File: src/rtl/msg_reg.sv
// msg_reg: byte message buffer (circular FIFO) feeding a handshaked transmitter.
//   Parameter DEPTH          : buffer capacity in bytes (power of two, >= 2)
//   clk                      : clock, rising edge
//   nRst                     : asynchronous active-low reset
//   ready                    : receive strobe; its rising edge writes data
//   transmit_ready           : transmitter idle level (1 = can accept a byte)
//   data[7:0]                : received byte
//   blue                     : registered message-pending flag (buffer non-empty)
//   tx_ctrl                  : one-cycle transmit-start pulse
//   tx_byte[7:0]             : byte handed to the transmitter
//   Macro MSG_REG_OVERWRITE_EN: when defined, a write into a full buffer replaces
//   the oldest byte instead of being dropped.
module msg_reg #(
    parameter int DEPTH = 16
) (
    input  logic       clk,
    input  logic       nRst,
    input  logic       ready,
    input  logic       transmit_ready,
    input  logic [7:0] data,
    output logic       blue,
    output logic       tx_ctrl,
    output logic [7:0] tx_byte
);
    localparam int AW = $clog2(DEPTH);
    localparam logic [AW:0] CNT_FULL = (AW + 1)'(DEPTH);
    typedef enum logic [1:0] {IDLE, SEND, WAIT} state_t;
    state_t state_q, state_d;
    logic [7:0] mem [DEPTH];
    logic [AW-1:0] wptr, rptr;
    logic [AW:0] count;
    logic ready_q, wr_ev, rd_ev, full, wr_acc, ovr;
    assign wr_ev = ready & ~ready_q;
    assign full = count == CNT_FULL;
    assign rd_ev = (state_q == IDLE) && transmit_ready && (count != '0);
    // a read on the same edge frees a slot, so a full buffer still accepts the write
    assign wr_acc = wr_ev && (!full || rd_ev);
`ifdef MSG_REG_OVERWRITE_EN
    assign ovr = wr_ev && full && !rd_ev;
`else
    assign ovr = 1'b0;
`endif
    assign tx_ctrl = state_q == SEND;
    always_comb begin
        state_d = state_q;
        case (state_q)
            IDLE:    state_d = rd_ev ? SEND : IDLE;
            SEND:    state_d = WAIT;
            WAIT:    state_d = transmit_ready ? WAIT : IDLE;
            default: state_d = IDLE;
        endcase
    end
    always_ff @(posedge clk or negedge nRst) begin
        if (!nRst) begin
            state_q <= IDLE;
            ready_q <= 1'b0;
            blue    <= 1'b0;
            wptr    <= '0;
            rptr    <= '0;
            count   <= '0;
            tx_byte <= 8'h00;
        end else begin
            state_q <= state_d;
            ready_q <= ready;
            blue    <= count != '0;
            if (wr_acc || ovr) wptr <= wptr + 1'b1;
            if (rd_ev || ovr) rptr <= rptr + 1'b1;
            if (rd_ev) tx_byte <= mem[rptr];
            count <= count + (AW + 1)'(wr_acc) - (AW + 1)'(rd_ev);
        end
    end
    // storage is not reset; pointers make stale contents unreachable
    always_ff @(posedge clk) begin
        if (wr_acc || ovr) mem[wptr] <= data;
    end
endmodule

File: config.mk
export PLATFORM = sky130hd
export DESIGN_NAME = msg_reg
export DESIGN_NICKNAME = d
export VERILOG_FILES = /design/src/rtl/msg_reg.sv
export SDC_FILE = /design/constraint.sdc
export NUM_CORES = 1
export LEC_CHECK = 0
export ABC_CLOCK_PERIOD_IN_PS = 6300
export CAP_MARGIN = 40
export CORE_MARGIN = 3
export CORE_UTILIZATION = 35
export CTS_BUF_LIST = sky130_fd_sc_hd__clkbuf_16
export CTS_CLUSTER_SIZE = 10
export DETAILED_ROUTE_END_ITERATION = 10
export PLACE_DENSITY_LB_ADDON = 0.3
export SETUP_SLACK_MARGIN = 0.02
export SLEW_MARGIN = 20
export SYNTH_ARGS = -nofsm -noshare
export SYNTH_HDL_FRONTEND = slang
export SYNTH_SLANG_ARGS = --single-unit
File: constraint.sdc
create_clock -name clk -period 6.3 [get_ports clk]
set_clock_uncertainty 0.2 [all_clocks]
set_input_delay 0.63 -clock clk [delete_from_list [all_inputs] [get_ports clk]]
set_output_delay 0.63 -clock clk [all_outputs]
set_load 0.05 [all_outputs]
After elaboration in Yosys (flattened, before gate mapping)
Memories as Yosys holds them, arrays and structs flattened. A register that Yosys moved wholly into a read port is not among the register bits.
Index checks and enable logic that the tools add are counted.
Operators by class
  multiplexer cells: 5
  add/subtract/negate cells: 4
  bitwise operators: 2
  eq/ne operators: 3
  reduce and logical (&&, ||, !) cells: 8
Operators by type and width (count)
  $add A4 B1 Y4 const B: 2
  $pmux W2 S3: 1
  $add A5 B1 Y5: 1
  $eq A5 B5 Y1 const B: 1
  $reduce_bool A5 Y1: 1
  $sub A5 B1 Y5: 1
  $logic_and A1 B1 Y1: 3
  $mux W1: 3
  $eq A2 B1 Y1 const B: 1
  $eq A2 B2 Y1 const B: 1
  $logic_not A1 Y1: 2
  $logic_not A2 Y1: 1
  $mux W2: 1
  $and A1 B1 Y1: 1
  $logic_or A1 B1 Y1: 1
  $not A1 Y1: 1
Storage, ports and cells
  logic and storage cells: 29
  flip-flop bits (word level): 17
  RAM bits: 128
  memories: 1
Memory list
  mem: words 16, width 8, rd ports 1, clocked after memory_dff 1, write ports 1, RTL line 29  | logic [7:0] mem [DEPTH];

Longest topological paths before layout
Gate-level depths: netlist of the first run.
  depth in word-level cells: 7
  gate-level depth with buffers: 15

Worst setup path after synthesis of the first run
No wires, ideal clock.
  path type: input to register
  start: input port transmit_ready
  end: register count[4]
  data required time: 6.020 ns
  stages: 12
  buffers on the path: 0
  library setup time: 0.080 ns
  data arrival time: 2.821 ns
  path slack: 3.199 ns
  cell sequence: or3b_1 -> a311oi_4 -> inv_1 -> ha_1 -> inv_1 -> ha_1 -> inv_1 -> fa_1 -> inv_1 -> a21oi_1 -> o21bai_1 -> xnor2_1
On the way
  longest elaborated chain between the ends: 6
RTL lines
  start, declared: RTL line 19  | input logic transmit_ready,
  $logic_and A1 B1 Y1 (*) (2 in series): RTL line 35  | assign rd_ev = (state_q == IDLE) && transmit_ready && (count != '0);
  $logic_or A1 B1 Y1: RTL line 37  | assign wr_acc = wr_ev && (!full || rd_ev);
  $logic_and A1 B1 Y1: RTL line 37
  $add A5 B1 Y5: RTL line 69  | count <= count + (AW + 1)'(wr_acc) - (AW + 1)'(rd_ev);
  $sub A5 B1 Y5 (*): RTL line 69
  end signal, assigned: RTL line 69
  end, declared: RTL line 31  | logic [AW:0] count;
Mark *: on every way between the ends. The rest lies on a longest branch, timed or not.
A chain may end at the register's enable or synchronous reset.

Worst setup path after layout of the first run
  start: register count[3]
  end: register count[4]
On the way
  longest elaborated chain between the ends: 6
  elaborated cells between the ends (all ways): 8
RTL lines
  $reduce_bool A5 Y1 (*): RTL line 35
  $logic_and A1 B1 Y1 (*): RTL line 35
  via rd_ev: RTL line 32  | logic ready_q, wr_ev, rd_ev, full, wr_acc, ovr;
  $logic_or A1 B1 Y1: RTL line 37
  $logic_and A1 B1 Y1: RTL line 37
  $add A5 B1 Y5: RTL line 69
  $sub A5 B1 Y5 (*): RTL line 69
The timed path passes the listed nets; every way through them passes the cells marked *.

==> results of run 1 <==
layout by cell type (no fill, tap or decap), types with 7 or more instances in the layout:
cell and instances:
clkbuf_16 17, buf_4 12, dfrtp_1 24, clkdlybuf4s50_1 21
mux4_2 25, edfxtp_1 128, a22o_1 8, ha_1 11
mux2i_1 8, inv_1 17, nand2_1 10, nor2b_1 9
mux4_1 7, xnor2_1 8, nor2_1 12, a211o_1 8
a21oi_1 10
metrics by stage:
step	instance area, sq um	worst slack (ps)	cells
4_1_cts	7220	2790	589
5_1_grt	7240	2450	592
3_3_place_gp	6590	2410	551
6_report	7240	2810	592
2_1_floorplan	6170	3200	322
3_5_place_dp	6630	2460	557
routing by layer:
metal / track usage (%) / share of wire, %
met2: 20.4 / 49
met4: 4.58 / 1.5
met1: 17.0 / 47
met5: 0 / 0
met3: 3.62 / 3.2
worst paths after layout:
kind	startpoint	to	cells past startpoint
worst max-delay path	count[3]	count[4]	14
worst min-delay path	tx_byte[7]	tx_byte[7]	1
worst max register to register	count[3]	count[4]	14
worst min register to register	tx_byte[7]	tx_byte[7]	1
max in group asynchronous	nRst	rptr[0]	2
min in group asynchronous	nRst	tx_byte[5]	2
sequential cells by signal, summed over array words and instances, names as in the netlist:
name,cells
mem,128
tx_byte,8
count,5
rptr,4
wptr,4
state_q,2
blue,1
ready_q,1
worst max-delay path, stage by stage (launching register included):
cell      delay, ps
dfrtp_1         390
inv_1            90
ha_1            140
nor3b_1         440
a21o_1          590
inv_1           190
ha_1            320
inv_1            50
ha_1            150
inv_1            50
fa_1            390
inv_1            70
a21oi_1          60
o21bai_1        150
xnor2_1         130
layout make-up:
class	count	area share [%]
Tap cell	220	3.80
Clock buffer	17	5.88
Inverter	15	0.778
Timing Repair Buffer	35	4.29
Multi-Input combinational cell	137	21.3
Clock inverter	15	2.23
Sequential cell	153	61.7
cell families (layout without fill, tap and decap cells):
group	after synthesis	after routing	share of synthesized area [%]
flops	153	153	72.4
buf+inv	32	82	2.70
xor+xnor	10	10	1.42
compound gates	31	31	3.95
simple gates	44	44	3.57
fa+ha+maj	12	12	2.55
mux	40	40	13.4
report_power, final:
part	switching, W	total (W)	leakage, nW	internal, W
clock	0.000383	0.000998	0.287	0.000615
combinational	0.000508	0.000944	0.794	0.000436
sequential	0.000117	0.00134	1.45	0.00122
==> qor.yml, run 1 <==
place:
  hpwl_um: 7760
  place.gp.congestion: 0.729
  port_buffers: 21
worst_setup_path:
  arrival_ps: 3630
  path_class: "reg2reg"
  cp_max_fo: 20
  cp-end-kind: "register"
  cp.required_ps: 6450
  startpoint_type: "register"
  rrSetupSlack_ps: 2810
sta:
  hold-worst-slack_ps: 309
  period_minus_slack_ps: 3490
  report.final.slew_viol_count: 0
  slew_headroom_pct: 46.6
  rsz0062_at_grt: "false"
  setup_tns_ps: 0
  setup_violations: 0
  hold_viol: 0
  tightest_slew_ps: 798
  post-route-period-util_pct: 55.4
  fmax_ghz: 0.287
cts:
  cts_sinks: 153
  cts.clk_slew.worst_paths_ps: 60
  cts_buffer_depth: 2
  post_cts_resized: 0
  clock_latency_ps: 420
  cts_tree: "built"
  cts_hold_buf: 0
  cts_root_buf: "clkbuf_16"
  cts_max_level: 4
  cts_setup_buffers: 0
  cts_buffers: 17
global_routing:
  grtUsageTotal_pct: 12.8
  grt_pass1_wl_um: 18400
  grt_max_degree: 35
  overflow: 0
  grt_pass1_vias: 3135
  antenna_found_initial: 0
synthesis:
  avgSynthCellArea_sq_um: 19.2
  syn-cell-area_sq_mm: 0.00617
  synth_edf_count: 128
  yosysMostFrequentCell: "edfxtp_1"
  ys_types: 33
  synthesis.yosys.warnings: 0
  ys_top_cells_by_area: "edfxtp_1 (62%), dfrtp_1 (10%), mux4_2 (9.1%), mux4_1 (3.0%), ha_1 (2.2%)"
  synth-async-reset-ratio_pct: 16.3
  synth_cells: 322
  synth_seq_cells: 153
  synth_common_cells: "edfxtp_1 (128), dfrtp_1 (25), mux4_2 (25), inv_1 (15), nor2_1 (12)"
  synth_nets: 346
  yosysTopAreaCell: "edfxtp_1"
  synth-main-ff-cell: "edfxtp_1"
  synth.top_cell.area_share_pct: 62.3
  ys_seq_area_share_pct: 72.4
floorplanning:
  num_rows: 47
  io_pins: 22
  die_w_um: 139
  dieArea_sq_mm: 0.0193
  core_sq_mm: 0.0169
  start_util_pct: 36.4
  die_h_um: 139
run:
  maxCapViolations: 0
route:
  detail_route.first_pass.iterations: 4
  vias: 2947
  drt_wl_total_um: 11800
  first_iter_violations: 225
  final_antenna_net_count: 0
  drc_errors: 0
  avgViaCountPerCell: 4.98
  wl_per_cell_um: 20.0
layout:
  post-route-util_pct: 42.8
  syn_to_final_growth_pct: 17.3
  regArea_sq_mm: 0.00447
  n_antenna_cell: 0
  nFillCells: 1476
  multi_input_area_sq_mm: 0.00154
  nets: 383
  drive_gt1_share_pct: 19.6
pwr:
  ir_worst_vdd_v: 0.000222
  power_leakage_nw: 2.53
  powerDensity_mw_per_mm2: 453
  power_w: 0.00328
min_path:
  hold_path.class: "reg2reg"
status:
  status: "completed"
Power figures use the tool's default switching activity.
==> run 2, diff against run 1 <==
- ABC_CLOCK_PERIOD_IN_PS: 6300 -> 2970
- clock period: 6.3 -> 2.97 ns (I/O delays scaled with it)
==> run 2 against run 1 <==
  * Non-clock buffer count is 12 higher
  * Sequential share of layout area is 0.42 points lower
  * Critical path depth is 2 lower
  * Wire length is 3.0% lower
  * Sequential power is 110% higher
  * Setup slack worse by 2600 ps
  * Cell count is 2.0% higher
  * Cell area is 0.69% higher
  * Sequential cell count stayed put
  * Critical path type unchanged
  * Largest power group unchanged
  * Highest routed layer unchanged
==> qor.yml, run 2 (synthesized netlist as in run 1, its figures left out) <==
floorplanning:
  num_rows: 47
  start_util_pct: 36.4
  die_h_um: 139
  die_w_um: 139
  core_sq_mm: 0.0169
  io_pins: 22
  dieArea_sq_mm: 0.0193
worst_setup_path:
  rrSetupSlack_ps: 200
  reg2reg_from: "state_q[1]"
  arrival_ps: 2910
  crit_chain: "or3b_4 -> a311oi_4 -> inv_1 -> ha_1 -> inv_1 -> ha_1 -> inv_1 -> fa_1 -> inv_1 -> a21oi_1 -> o21bai_1 -> xnor2_1"
  path_delay_family: "adder cells"
  cp-end-kind: "register"
  path_class: "reg2reg"
  rr_worst_depth: 12
  r2r-end: "count[4]"
  crit_top_cell: "inv_1"
  cp_max_fo: 3
  critPathCapture: "count[4]"
  crit_start: "state_q[1]"
  startpoint_type: "register"
  cp_num_cells: 12
  critPathSlowestCell: "or3b_4"
  cpPeakStageDelay_ps: 420
  cp.required_ps: 3110
  path_buf_inv: 4
route:
  final_antenna_net_count: 0
  vias: 3003
  drt_wl_total_um: 11500
  wl_per_cell_um: 19.0
  detail_route.first_pass.iterations: 4
  drc_errors: 0
  highest_layer: "met4"
  met3_length_um: 441
  first_iter_violations: 229
  met2_length_um: 5420
  wl_met1_um: 5470
  avgViaCountPerCell: 4.97
global_routing:
  grt_pass1_wl_um: 18200
  antenna_found_initial: 0
  grt_pass1_vias: 3124
  grt_max_degree: 28
  grtUsageTotal_pct: 12.6
  overflow: 0
place:
  place.gp.congestion: 0.702
  dpl_cell_area_sq_mm: 0.00677
  port_buffers: 21
  dpl_worst_slack_ps: -200
  hpwl_um: 7250
layout:
  largest_reg_flops: 128
  top_register: "mem"
  nets: 395
  post-route-cell-area_sq_mm: 0.00729
  post-route-util_pct: 43.0
  mostFrequentLayoutCells: "edfxtp_1 (128), mux4_2 (25), dfrtp_1 (24), buf_4 (24), clkdlybuf4s50_1 (21)"
  syn_to_final_growth_pct: 18.1
  drive_gt1_share_pct: 20.8
  top_regs: "mem: 128 flops, tx_byte: 8 flops, count: 5 flops"
  nFillCells: 1507
  n_antenna_cell: 0
  final_common_cell: "edfxtp_1"
pwr:
  power_leakage_nw: 2.58
  ir_worst_vdd_v: 0.000469
  powerDensity_mw_per_mm2: 931
  power_w: 0.00679
cts:
  cts_max_level: 4
  cts_tree: "built"
  cts.clk_slew.worst_paths_ps: 60
  clock_latency_ps: 420
  cts_buffer_depth: 2
  cts_sinks: 153
  cts_root_buf: "clkbuf_16"
  cts_buffers: 17
min_path:
  hold_path.class: "in2async"
sta:
  fmax_ghz: 0.361
  post-route-period-util_pct: 93.3
  hold_viol: 0
  report.final.slew_viol_count: 0
  rsz0062_at_grt: "false"
  slew_headroom_pct: 55.6
  setup_violations: 0
  tightest_slew_ps: 664
  period_minus_slack_ps: 2770
  fin_ws_ps: 199
run:
  maxCapViolations: 0
status:
  status: "completed"
## run 2: changes by cell type in the layout (fill, tap and decap cells not counted), sizes merged
| cell | delta |
|---|---|
| clkbuf | +1 |
| clkinvlp | -3 |
| buf | +12 |
| clkinv | +6 |
| inv | -1 |
| bufinv | -3 |
## run 2: where the power goes
part	total (W)	internal [W]	leakage, nW	switching [W]
registers	0.00282	0.00259	1.45	0.000234
clock network	0.00186	0.00108	0.258	0.000779
logic	0.00210	0.00101	0.867	0.00109
## run 2: worst reg2reg max path, stage by stage (launching register included)
cell and delay, ps:
dfrtp_1 400, or3b_4 420, a311oi_4 320, inv_1 70, ha_1 270, inv_1 60, ha_1 150, inv_1 60
fa_1 370, inv_1 60, a21oi_1 60, o21bai_1 150, xnor2_1 130
## run 2: worst min path at each step
stage	endpoint	slack [ps]	depth (start not counted)
finish	tx_byte[3]	50	2
global route	tx_byte[5]	80	2
CTS	tx_byte[5]	50	2
detailed placement	tx_byte[7]	300	1
global placement	tx_byte[7]	290	1
floorplan	blue	-200	0
## run 2: layout make-up
cell class	count	area, sq um	share of cell area [%]
clock buffer	18	450	6.18
clock inverter	14	62.6	0.858
inverter	15	56.3	0.772
multi-input combinational	137	1550	21.3
sequential	153	4470	61.3
tap	220	275	3.78
timing repair buffer	47	425	5.83
## run 2: timing repair
| action | 4_1_cts | 5_1_grt |
|---|---|---|
| hold buffers | 0 | 0 |
| setup endpoints to repair | 0 | 1 |
| gates resized for setup | 0 | 2 |
| buffers inserted | 0 | 0 |
## run 2: through the flow
step / TNS, ps / hold WS, ps / instances
after floorplan: 0 / -199 / 322
after global placement: -257 / 290 / 571
after detailed placement: -301 / 298 / 572
after CTS: 0 / 53.7 / 604
after global routing: 0 / 79.0 / 604
final: 0 / 50.5 / 604
## run 2: routing by layer
metal	GRT usage (%)	vias up
met5	0	-
met4	4.17	0
met3	3.79	13
met2	19.1	64
met1	17.5	1565
li1	-	1361
